--- config.mk ---
export PLATFORM = sky130hd
export DESIGN_NAME = dffssr_pipe
export DESIGN_NICKNAME = d
export VERILOG_FILES = /design/src/rtl/dffssr_pipe.sv
export SDC_FILE = /design/constraint.sdc
export NUM_CORES = 1
export LEC_CHECK = 0
export CORE_MARGIN = 10
export CORE_UTILIZATION = 23
export CTS_CLUSTER_DIAMETER = 50
export DETAILED_ROUTE_END_ITERATION = 12
export PLACE_DENSITY = 0.52
export SLEW_MARGIN = 20
export SYNTH_ARGS = -nofsm -noshare
export SYNTH_HDL_FRONTEND = slang
export SYNTH_SLANG_ARGS = --single-unit
--- constraint.sdc ---
create_clock -name CLK -period 1.5 [get_ports CLK]
set_input_delay 0.45 -clock CLK [delete_from_list [all_inputs] [get_ports CLK]]
set_output_delay 0.45 -clock CLK [all_outputs]
set_load 0.01 [all_outputs]
--- src/rtl/dffssr_pipe.sv ---
// rtl/dffssr_pipe.sv - WIDTH x DEPTH set/clear pipeline register with valid tracking and full scan chain
module dffssr_pipe #(
    parameter int                 WIDTH     = 8,
    parameter int                 DEPTH     = 2,
    parameter logic [WIDTH-1:0]   RESET_VAL = '0
) (
    input  logic             CLK,
    input  logic             RSTB,
    input  logic             SE,
    input  logic             SI,
    input  logic             SSETB,
    input  logic             SRSTB,
    input  logic             EN,
    input  logic             VLD_IN,
    input  logic [WIDTH-1:0] D,
    output logic [WIDTH-1:0] Q,
    output logic [WIDTH-1:0] QN,
    output logic             VLD_OUT,
    output logic             SO
);

    localparam int NBITS = WIDTH * DEPTH;

    // Stage k occupies chain[k*WIDTH +: WIDTH], so the scan order n = k*WIDTH+i is the plain bit index.
    logic [NBITS-1:0] chain;
    logic [NBITS-1:0] chain_next;
    logic [NBITS-1:0] scan_next;
    logic [NBITS-1:0] shift_next;
    logic [DEPTH-1:0] vld;
    logic [DEPTH-1:0] vld_next;

    // Ternary selection keeps known bits when an X control chooses between equal candidates.
    always_comb begin
        scan_next  = (chain << 1) | NBITS'(SI);
        shift_next = (chain << WIDTH) | NBITS'(D);
        chain_next = SE      ? scan_next  :
                     !SSETB  ? '1         :
                     !SRSTB  ? '0         :
                     EN      ? shift_next : chain;
        vld_next   = SE ? vld :
                     EN ? ((vld << 1) | DEPTH'(VLD_IN)) : vld;
    end

    always_ff @(posedge CLK or negedge RSTB) begin
        if (!RSTB) begin
            chain <= {DEPTH{RESET_VAL}};
            vld   <= '0;
        end else begin
            chain <= chain_next;
            vld   <= vld_next;
        end
    end

    assign Q       = chain[NBITS-1 -: WIDTH];
    assign QN      = ~chain[NBITS-1 -: WIDTH];
    assign VLD_OUT = vld[DEPTH-1];
    assign SO      = chain[NBITS-1];

endmodule

# Yosys cells after proc, flatten, opt, wreduce, memory -nomap -nowiden
# Cells that the tools add are included.
[totals]
regBits = 18
elab_cells = 13
[op_classes]
eq_ne = 1
n_mux = 4
n_bitwise = 5
n_reduce_logical = 1
[ops]
columns = ["cell", "count"]
rows = [
  ["$mux W16", 4],
  ["$or A16 B1 Y16", 1],
  ["$or A16 B8 Y16", 1],
  ["$not A8 Y8", 1],
  ["$ne A4 B4 Y1 const B", 1],
  ["$or A2 B1 Y2", 1],
  ["$reduce_and A2 Y1", 1],
  ["$not A1 Y1", 1],
]

# Logic depth before layout (Yosys ltp)
[logic_depth]
ltp_word = 5
ltp_mapped = 5
ltp_nobuf = 2

# Worst setup path before layout
# No wires, ideal clock.
[synth_path]
path_kind = "input to register"
start = "in EN"
end = "reg chain[10]"
setup_ns = 0.126
t_arrival_ns = 1.292
required_time_ns = 1.374
path_slack_ns = 0.082
path_stages = 4
cell_sequence = "buf_6 -> buf_12 -> mux2_4 -> a221o_1"
[synth_via]
elab_chain_cells = 1
[synth_lines]
columns = ["element", "line", "source"]
rows = [
  ["start, declared", "13", "input logic EN,"],
  ["$ne A4 B4 Y1 (no source line)", "-", ""],
  ["end signal, assigned", "46", "chain <= {DEPTH{RESET_VAL}};"],
  ["end signal, assigned", "49", "chain <= chain_next;"],
  ["end, declared", "25", "logic [NBITS-1:0] chain;"],
]
# Every way passes these cells.
# A chain may end at the register's enable or synchronous reset.

# Worst setup path in the final report
[layout_path]
start = "reg chain[13]"
end = "out QN[5]"
[layout_via]
elab_chain_cells = 1
[layout_lines]
columns = ["element", "line", "source"]
rows = [
  ["$not A8 Y8", "55", "assign QN = ~chain[NBITS-1 -: WIDTH];"],
  ["end, declared", "17", "output logic [WIDTH-1:0] QN,"],
]
# Every way passes these cells.

==> run summary <==
number of remaining DRC errors: 0
post-synthesis average cell area: 13.0 um^2
number of DRC markers after the initial detailed-route iteration: 55
final slew viol count: 0
DIE HEIGHT: 86.3 um
logic depth of the worst register-to-register path: 3
overall global routing resource usage: 0.0711
vias after detailed routing: 745
sequential share of the synthesized area: 0.445
Worst Min Path Start: vld[0]$_DFFE_PN0P_
first-pass GRT wire length: 4.18 mm
Worst Hold Endpoint: vld[0]$_DFFE_PN0P_
clock slew seen by the registers of the worst setup and hold paths: 70 ps
post-synthesis async set-or-reset flop share: 1.00
Worst setup SP type: flop
leakage dissipation: 0.678 nW
result of the run: completed
clock sink count: 18
Worst Setup End Kind: output pin
startpoint of the most critical register-to-register path: chain[11]$_DFFE_PN0P_
CTS tree: yes
endpoints failing setup: 0
Power Density: 976 mW/mm^2
Chip Width: 86.3 um
clock buffer count from CTS: 3
first-pass iteration count of the detailed router: 4
GRT overflow: 0
clock period minus final worst setup slack: 1440 ps
Max transition margin: 0.557
Max Clock Freq: 0.694 GHz
final net count: 128
half-perimeter wire length after detailed placement: 1.80 mm
class of the most critical setup path: reg2out
clock root buffer: sky130_fd_sc_hd__clkbuf_8
insertion delay of the later-clocked pin in the worst-skew pair: 260 ps
average wire per standard cell: 15.7 um
data required time of the critical path: 1050 ps
Area Overhead vs Synth: 43.1%
delay of the slowest critical-path stage: 420 ps
DRT antenna net count: 0
synthesized flop and latch total: 18
Initial Util: 0.236
post-route setup slack: 60.0 ps
clock tree skew after final layout: 1.06 ps
Die Outline Area: 0.00745 mm^2
share of cells above drive strength 1: 0.333
pin count of the biggest net entering global routing: 19
wire length after detailed routing: 2.57 mm
CTS Buffer Depth: 2
count of filler cells inserted in the layout: 427
setup slack, reg-to-reg: 260 ps
number of vias per cell: 4.57
top cell type's share of synthesized area: 0.445
Hold WC Path Type: reg2reg
number of buffers inserted by hold repair at cts: 0
MaxCap Viol Count: 0
synthesized instance count: 78
quantity of I/O buffers inserted on ports: 33
final clock period utilization by the worst path: 0.960
worst slack on hold paths: 510 ps
count of standard-cell rows: 24
critical register-to-register path endpoint: chain[11]$_DFFE_PN0P_
Net Count, Synth: 94
Final Wtd Congestion: 0.735
synth top area cells: sky130_fd_sc_hd__dfrtp_1, sky130_fd_sc_hd__a221o_1, sky130_fd_sc_hd__mux2_4
cell taking the most area after synthesis: sky130_fd_sc_hd__dfrtp_1
cell area after synthesis: 0.00101 mm^2
pin slew with the least headroom to its limit: 664 ps
maximum VDD drop: 0.271 mV
number of enable flip-flop cells after synthesis: 0
unrepaired setup endpoints after global routing: no
CTS H-Tree Depth: 1
Boundary Pins: 34
Fin Setup TNS: 0 ps
Primary FF master, synth: sky130_fd_sc_hd__dfrtp_1
worst hold path depth: 1
CP max stage cell: sky130_fd_sc_hd__dfrtp_1
hold violation total from the final report: 0
Design Power: 0.00141 W
arrival time at the worst endpoint: 990 ps
synth cell count leaders: sky130_fd_sc_hd__dfrtp_1, sky130_fd_sc_hd__a221o_1, sky130_fd_sc_hd__buf_4
initial antenna violation count: 0
YS warnings: 0
Placeable Area: 0.00429 mm^2
ordered cell list for the critical path: inv_1 > clkdlybuf4s15_1
distinct cell type count of the synthesized netlist: 12
worst slack at placement: -641 ps
via count of the first global-routing pass: 774
dominant cell by count in the synthesized netlist: sky130_fd_sc_hd__dfrtp_1
Antenna Cells: 0
highest net fanout along the worst path: 4
-- how the worst max path moves through the flow --
stage / from / end / cells past startpoint
global placement: SE / chain[15]$_DFFE_PN0P_ / 3
floorplan: EN / chain[10]$_DFFE_PN0P_ / 4
detailed placement: SE / chain[5]$_DFFE_PN0P_ / 3
finish: chain[13]$_DFFE_PN0P_ / QN[5] / 2
global route: chain[13]$_DFFE_PN0P_ / QN[5] / 2
CTS: chain[13]$_DFFE_PN0P_ / QN[5] / 2
-- per-stage QoR --
stage	instance area, um^2	instances	utilization
3_3_place_gp	1350	155	0.315
3_5_place_dp	1350	155	0.315
6_report	1450	163	0.337
2_1_floorplan	1010	78	-
4_1_cts	1450	163	0.338
5_1_grt	1450	163	0.337
-- layer usage --
metal,part of all wire,track usage
met1,0.47,0.0915
met2,0.44,0.0987
met3,0.081,0.0328
met4,0.014,0.0309
met5,0,0
-- kinds of logic after synthesis --
group                  synth area share
multiplexers                      0.234
buffers and inverters             0.147
AND/OR/NAND/NOR                  0.0161
flip-flops                        0.445
AO/OA/AOI/OAI                     0.158
-- cells in the final DEF, fill, tap and decap left out --
master / instances
sky130_fd_sc_hd__a221o_1: 16
sky130_fd_sc_hd__buf_12: 1
sky130_fd_sc_hd__buf_4: 9
sky130_fd_sc_hd__bufbuf_16: 1
sky130_fd_sc_hd__clkbuf_2: 1
sky130_fd_sc_hd__clkbuf_8: 4
sky130_fd_sc_hd__clkdlybuf4s15_1: 1
sky130_fd_sc_hd__clkdlybuf4s50_1: 13
sky130_fd_sc_hd__dfrtp_1: 18
sky130_fd_sc_hd__dlygate4sd2_1: 18
sky130_fd_sc_hd__inv_1: 8
sky130_fd_sc_hd__mux2_2: 9
sky130_fd_sc_hd__mux2_4: 9
sky130_fd_sc_hd__nor2_2: 1
sky130_fd_sc_hd__nor2b_2: 1
sky130_fd_sc_hd__nor2b_4: 1
-- flip-flops by register name, indices dropped and copies added, names as in the netlist --
register	count
chain	16
vld	2
-- cell type report --
class                           instances  area (um^2)  area share
Clock buffer                            4         55.1      0.0380
Inverter                                8         30.0      0.0207
Multi-Input combinational cell         37          425       0.294
Sequential cell                        18          450       0.311
Tap cell                               52         65.1      0.0449
Timing Repair Buffer                   44          423       0.292
-- power by group --
part           internal, W  switching (W)
clock network     0.000233       0.000168
registers         0.000548      0.0000483
logic             0.000257       0.000159
-- worst max-delay path, delay by kind of cell, from the launching register on --
family	cells	cell delay (ps)
buffers and inverters	2	310
DFF	1	420
-- timing repair --
item                                   in CTS  in global routing
endpoints found under the hold margin       0                  0
resized for setup                          25                  2
buffers inserted                            3                  0
setup endpoints to repair                  36                  5
gates cloned                                1                  0
(Power assumes the default switching activity.)
